$ cat src/rtl/mem_arbiter_2port.sv
// mem_arbiter_2port: two-port round-robin arbiter/sequencer for a single-ported memory.
// Define ARB_FIXED_PRIO_EN to make port 0 always win simultaneous requests.
module mem_arbiter_2port #(
  parameter int AW = 32,
  parameter int DW = 32,
  parameter int MEM_LAT = 2
) (
  input  logic          clk,
  input  logic          rst_n,
  input  logic          p0_req,
  input  logic          p0_wr,
  input  logic [AW-1:0] p0_addr,
  input  logic [DW-1:0] p0_wdata,
  output logic          p0_gnt,
  output logic          p0_rvalid,
  output logic [DW-1:0] p0_rdata,
  input  logic          p1_req,
  input  logic          p1_wr,
  input  logic [AW-1:0] p1_addr,
  input  logic [DW-1:0] p1_wdata,
  output logic          p1_gnt,
  output logic          p1_rvalid,
  output logic [DW-1:0] p1_rdata,
  output logic          mem_en,
  output logic          mem_wr,
  output logic [AW-1:0] mem_addr,
  output logic [DW-1:0] mem_wdata,
  input  logic [DW-1:0] mem_q,
  output logic          busy
);
  typedef enum logic [1:0] {IDLE, ACCESS, WAIT} state_t;
  state_t state_q, state_d;
  logic [3:0] cnt_q, cnt_d;
  logic last_q, last_d, own_q, own_d, win1;
  logic gnt0_q, gnt0_d, gnt1_q, gnt1_d, rv0_q, rv0_d, rv1_q, rv1_d;
  logic mem_en_q, mem_en_d, mem_wr_q, mem_wr_d, busy_q, busy_d;
  logic [AW-1:0] mem_addr_q, mem_addr_d;
  logic [DW-1:0] mem_wdata_q, mem_wdata_d, rdata0_q, rdata0_d, rdata1_q, rdata1_d;
`ifdef ARB_FIXED_PRIO_EN
  assign win1 = !p0_req;
`else
  // port 1 wins a tie only when port 0 was granted last
  assign win1 = p1_req && (!p0_req || !last_q);
`endif
  always_comb begin
    state_d = state_q;
    cnt_d = cnt_q;
    last_d = last_q;
    own_d = own_q;
    gnt0_d = 1'b0;
    gnt1_d = 1'b0;
    rv0_d = 1'b0;
    rv1_d = 1'b0;
    mem_en_d = 1'b0;
    mem_wr_d = mem_wr_q;
    mem_addr_d = mem_addr_q;
    mem_wdata_d = mem_wdata_q;
    rdata0_d = rdata0_q;
    rdata1_d = rdata1_q;
    case (state_q)
      IDLE: if (p0_req || p1_req) begin
        own_d = win1;
`ifndef ARB_FIXED_PRIO_EN
        last_d = win1;
`endif
        gnt0_d = !win1;
        gnt1_d = win1;
        mem_en_d = 1'b1;
        mem_wr_d = win1 ? p1_wr : p0_wr;
        mem_addr_d = win1 ? p1_addr : p0_addr;
        mem_wdata_d = win1 ? p1_wdata : p0_wdata;
        state_d = ACCESS;
      end
      ACCESS: begin
        cnt_d = mem_wr_q ? cnt_q : 4'(MEM_LAT - 1);
        state_d = mem_wr_q ? IDLE : WAIT;
      end
      WAIT: if (cnt_q == 4'd0) begin
        rv0_d = !own_q;
        rv1_d = own_q;
        rdata0_d = own_q ? rdata0_q : mem_q;
        rdata1_d = own_q ? mem_q : rdata1_q;
        state_d = IDLE;
      end else begin
        cnt_d = cnt_q - 4'd1;
      end
      default: state_d = IDLE;
    endcase
    busy_d = state_d != IDLE;
  end
  always_ff @(posedge clk or negedge rst_n) begin
    if (!rst_n) begin
      state_q <= IDLE;
      cnt_q <= '0;
      last_q <= 1'b1;
      own_q <= 1'b0;
      gnt0_q <= 1'b0;
      gnt1_q <= 1'b0;
      rv0_q <= 1'b0;
      rv1_q <= 1'b0;
      mem_en_q <= 1'b0;
      mem_wr_q <= 1'b0;
      mem_addr_q <= '0;
      mem_wdata_q <= '0;
      rdata0_q <= '0;
      rdata1_q <= '0;
      busy_q <= 1'b0;
    end else begin
      state_q <= state_d;
      cnt_q <= cnt_d;
      last_q <= last_d;
      own_q <= own_d;
      gnt0_q <= gnt0_d;
      gnt1_q <= gnt1_d;
      rv0_q <= rv0_d;
      rv1_q <= rv1_d;
      mem_en_q <= mem_en_d;
      mem_wr_q <= mem_wr_d;
      mem_addr_q <= mem_addr_d;
      mem_wdata_q <= mem_wdata_d;
      rdata0_q <= rdata0_d;
      rdata1_q <= rdata1_d;
      busy_q <= busy_d;
    end
  end
  assign p0_gnt = gnt0_q;
  assign p1_gnt = gnt1_q;
  assign p0_rvalid = rv0_q;
  assign p1_rvalid = rv1_q;
  assign p0_rdata = rdata0_q;
  assign p1_rdata = rdata1_q;
  assign mem_en = mem_en_q;
  assign mem_wr = mem_wr_q;
  assign mem_addr = mem_addr_q;
  assign mem_wdata = mem_wdata_q;
  assign busy = busy_q;
endmodule

$ cat config.mk
export PLATFORM = sky130hd
export DESIGN_NAME = mem_arbiter_2port
export DESIGN_NICKNAME = d
export VERILOG_FILES = /design/src/rtl/mem_arbiter_2port.sv
export SDC_FILE = /design/constraint.sdc
export NUM_CORES = 1
export LEC_CHECK = 0
export ABC_AREA = 1
export CAP_MARGIN = 20
export CORE_ASPECT_RATIO = 1.75
export CORE_MARGIN = 2
export CORE_UTILIZATION = 40
export DETAILED_ROUTE_END_ITERATION = 8
export PLACE_DENSITY_LB_ADDON = 0.1
export SLEW_MARGIN = 25
export SYNTH_ARGS = -nofsm -noshare
export SYNTH_HDL_FRONTEND = slang
export SYNTH_SLANG_ARGS = --single-unit
$ cat constraint.sdc
create_clock -name clk -period 1.7 [get_ports clk]
set_clock_uncertainty 0.1 [all_clocks]
set_input_delay 0.17 -clock clk [delete_from_list [all_inputs] [get_ports clk]]
set_output_delay 0.17 -clock clk [all_outputs]
set_load 0.03 [all_outputs]
-- Word level (Yosys, flattened, before mapping)
Cells that the tools add are included.
- bits of input ports: 166
- output and inout port bits: 135
- register bits: 143
- $add $sub $neg: 1
- reductions and logical operators: 15
- bitwise gates (word level): 1
- multiplexer cells: 20
- eq/ne operators: 4
- operators with widths (kind ; number):
    $mux W32 ; 2
    $mux W1 ; 11
    $reduce_and A3 Y1 ; 3
    $mux W4 ; 2
    $pmux W4 S2 ; 1
    $mux W2 ; 3
    $pmux W2 S3 ; 1
    $logic_not A1 Y1 ; 4
    $logic_not A4 Y1 ; 1
    $ne A2 B2 Y1 const B ; 2
    $reduce_bool A2 Y1 ; 2
    $sub A4 B1 Y4 const B ; 1
    $eq A2 B1 Y1 const B ; 1
    $eq A2 B2 Y1 const B ; 1
    $logic_not A2 Y1 ; 1
    $logic_or A1 B1 Y1 ; 2
    $reduce_and A2 Y1 ; 1
    $logic_and A1 B1 Y1 ; 1
    $not A1 Y1 ; 1

-- Longest topological paths before layout
- depth after elaboration: 6
- mapped depth: 9
- gate-level depth less buffers: 7

-- Worst setup path after synthesis
Ideal clock, no wire load.
- path kind: reg2reg
- start point: reg cnt_q[0]
- end point: reg rdata0_q[22], in the netlist p0_rdata[22]
- stages on the path, launching flop included: 10
- required time: 1.470 ns
- path buffers: 2
- library setup time: 0.130 ns
- data arrival time: 1.255 ns
- period minus slack after synthesis: 1.485 ns
- slack: 0.215 ns
- path through: dfrtp_1 inv_1 ha_1 nand2_1 inv_1 nand3_1 buf_4 buf_2 nand2_1 o21ai_0
- word-level cells in the longest chain between the ends: 2
- RTL lines (item ; RTL line ; source):
    start, declared ; 33 ; logic [3:0] cnt_q, cnt_d;
    start signal, assigned ; 110 ; cnt_q <= cnt_d;
    $logic_not A4 Y1 ; 78 ; WAIT: if (cnt_q == 4'd0) begin
    $reduce_and A3 Y1 (no line) ; -- ;
    end signal, assigned ; 121 ; rdata0_q <= rdata0_d;
    end, declared ; 38 ; logic [DW-1:0] mem_wdata_q, mem_wdata_d, rdata0_q, rdata0_d, rdata1_q, rdata1_d;
No other way between the ends.
A chain may end at the register's enable or synchronous reset.

-- Worst setup path after layout
- start point: reg rv1_q, in the netlist p1_rvalid
- end point: out p1_rvalid
- RTL lines (item ; RTL line ; source):
    start, declared ; 35 ; logic gnt0_q, gnt0_d, gnt1_q, gnt1_d, rv0_q, rv0_d, rv1_q, rv1_d;
    start signal, assigned ; 116 ; rv1_q <= rv1_d;
    end, declared ; 22 ; output logic p1_rvalid,
No word-level cell between the ends.

==> metrics.csv <==
stage,metric,value,unit
outcome,outcome,finished clean,
cells_and_area,area_delta_synth_final,63.0,%
die,dieArea,16000,um2
logic_synthesis,avgSynthCellArea,8.81,um2
setup_path,cp_num_buf_inv,1,
setup_path,crit_end,p1_rvalid,
clock_network,clkSinkCount,143,
die,die_x,96.4,um
logic_synthesis,post-synth-top-area-cell,dfrtp_1,
clock_network,root_buffer,clkbuf_16,
logic_synthesis,synth_most_common_cell,nand2_1,
power_and_ir_drop,internal_power,10.5,mW
logic_synthesis,yosysSeqAreaShare,59.9,%
die,initial_utilization,40.4,%
sta,max_freq,0.601,GHz
clock_network,cts_buffer_depth,2,
clock_network,cts_tree,yes,
sta,period_minus_slack,1.66,ns
setup_path,endpoint_kind,output port,
setup_path,rr_worst_depth,7,
cells_and_area,final_cells,1176,
logic_synthesis,synth_common_cells,"nand2_1 (274), dfrtp_1 (142), inv_1 (72)",
global_routing,grt-ovfl-total,0,
cells_and_area,layout-drive-gt1-share,6.45,%
logic_synthesis,async_flop_share,100,%
setup_path,cp.arrival,1.39,ns
placement,dpl.hpwl,13000,um
sta,setup_viol,0,
power_and_ir_drop,p_total,19.0,mW
routing,first_pass_iters,4,
setup_path,cp-start-kind,register,
setup_path,path_max_fanout,1,
power_and_ir_drop,power_density,1950,nW/um2
die,die_y,166,um
logic_synthesis,synth.net_count,846,
logic_synthesis,synth_area_leaders,"dfrtp_1 (60%), nand2_1 (17%), o21ai_0 (5.1%)",
setup_path,reg2reg_to,p1_rdata[5],
logic_synthesis,yosysWarnings,0,
cells_and_area,nets,1148,
setup_path,crit_type,register to output port,
routing,vias,5504,
global_routing,grt_pass1_wl,28200,um
setup_path,crit_start,p1_rvalid,
global_routing,grtUsageTotal,23.0,%
power_and_ir_drop,pwr-share-seq,31.4,%
placement,portBuffers,300,
power_and_ir_drop,irDropWorstVdd,0.943,mV
setup_path,worstPathRequired,1.43,ns
global_routing,grt_pass1_vias,5551,
cells_and_area,antenna_cells,0,
power_and_ir_drop,switchingPower,8.58,mW
routing,wire_per_inst,15.4,um
sta,maxSlewViolCount,0,
cells_and_area,stdcell_area,9740,um2
setup_path,path_delay_family,buffers and inverters,
logic_synthesis,yosys_register_bits,143,
power_and_ir_drop,combPwrFrac,48.3,%
logic_synthesis,yosys.area.top_type_share,59.5,%
routing,drtIter0Drc,165,
placement,dp.cells,1142,
logic_synthesis,synth_area,5970,um2
logic_synthesis,ys_dominant_reg_cell,dfrtp_1,
placement,placed_area,9230,um2
placement,place_congestion,0.853,
routing,antenna_left,0,
run,drv_cap,0,
setup_path,rrSetupSlack,0.12,ns
sta,hold_slack,0.128,ns
sta,rsz0062_at_grt,true,
setup_path,crit_cells,1,
logic_synthesis,ys_types,22,
routing,avgViaCountPerCell,4.68,
clock_network,cts_made_buffers,17,
logic_synthesis,synth_edf_count,0,
clock_network,clkLatencyLatePin,0.41,ns
die,ios,301,
min_path,hp-class,input pin to async pin,
setup_path,slowest_stage,clkdlybuf4s50_1,
clock_network,cts.clk_slew.worst_paths,0.07,ns
die,core.rowCount,59,
logic_synthesis,syn_inst,678,
global_routing,grt_max_degree,66,
setup_path,max_stage_delay,0.67,ns
clock_network,htreeDepth,4,
global_routing,antenna_found_initial,0,
routing,drt_wl_total,18100,um
cells_and_area,fin_util,65.9,%
sta,hold_viol_final,0,
setup_path,reg2reg_from,cnt_q[0],
power_and_ir_drop,p_leak,5.01,nW
sta,finalCritPeriodShare,97.9,%
sta,tightest_slew,0.550,ns
routing,route.detailed.drc,0,
power_and_ir_drop,clkPwrFrac,20.3,%
sta,relSlewSlack,63.3,%
power_and_ir_drop,swShare,45.1,%
die,core,14800,um2
setup_path,crit_chain,clkdlybuf4s50_1,
==> per-layer routing <==
metal	global-route usage (%)	up-vias	routed length, um
li1	-	2735	-
met1	25.7	2519	6770
met2	39.1	221	9180
met3	7.87	29	1510
met4	9.68	0	606
met5	0	-	0
==> stage by stage <==
stage | TNS (ns) | setup WS [ns]
detailed placement | -6.00 | -0.134
finish | 0 | 0.0358
global route | -0.0512 | -0.0283
floorplan | 0 | 0.215
CTS | 0 | 0.00515
global placement | -3.53 | -0.0743
==> worst min path at each step <==
stage	from	end	slack (ns)	cells after the start
finish	rst_n	p1_rdata[28]	0.13	2
global route	rst_n	p0_rdata[28]	0.15	2
CTS	rst_n	p1_rdata[28]	0.13	2
detailed placement	rst_n	p0_rdata[28]	-0.005	1
global placement	rst_n	p0_rdata[28]	-0.006	1
floorplan	rst_n	busy	-0.23	0
==> cell usage in the layout (no fill, tap or decap), types with 2 or more instances in the layout <==
cell type,Yosys,final
nor2_4,1,3
dlymetal6s2s_1,0,3
clkinvlp_4,0,3
buf_12,0,7
clkbuf_16,0,18
dfrtp_1,142,142
nand3_1,41,39
buf_4,11,11
nand2_1,274,273
ha_1,2,2
inv_6,0,5
nor2_1,3,3
o21ai_0,61,57
inv_1,72,71
clkdlybuf4s50_1,0,165
inv_8,0,4
dlygate4sd2_1,0,131
inv_2,2,3
o21ai_1,6,10
o211ai_1,29,29
bufinv_16,0,2
==> area by class of cell <==
class	instances	area [um2]
inverter	74	278
timing repair buffer	320	3110
clock inverter	14	171
tap	183	229
fill	1295	5030
clock buffer	18	439
sequential	143	3580
multi-input combinational	424	1930
==> kinds of logic (layout without fill, tap and decap cells) <==
group | Yosys count | count (layout) | synth area share (%)
buffers and inverters | 111 | 426 | 8.19
AOI/OAI and AO/OA | 99 | 99 | 9.72
adders and majority gates | 2 | 2 | 0.419
DFF | 143 | 143 | 59.9
and+or+nand+nor | 322 | 322 | 21.6
xor gates and xnor gates | 1 | 1 | 0.147
==> power groups by stage <==
stage / Sequential [mW] / Clock (mW) / Combinational, mW
3_5_place_dp: 6.06 / 0 / 10.3
3_3_place_gp: 6.02 / 0 / 10.2
5_1_grt: 6.20 / 4.09 / 9.98
6_report: 5.97 / 3.87 / 9.19
2_1_floorplan: 9.15 / 0 / 2.54
4_1_cts: 5.99 / 3.98 / 9.25
==> flip-flops by register name (all words and copies together), names as in the netlist <==
signal,flops
mem_wr,1
p0_gnt,1
mem_en,1
own_q,1
p1_rvalid,1
last_q,1
busy,1
state_q,2
p0_rdata,32
cnt_q,4
p1_gnt,1
p0_rvalid,1
p1_rdata,32
mem_wdata,32
mem_addr,32
==> what timing repair did <==
action | CTS | global route
buffers inserted | 0 | 0
cloned | 0 | 1
hold endpoints to repair | 142 | 0
resized for setup | 131 | 10
hold buffers | 1 | 0
endpoints found under the setup margin | 131 | 31
pin swaps | 0 | 1
Power figures use the tool's default switching activity.
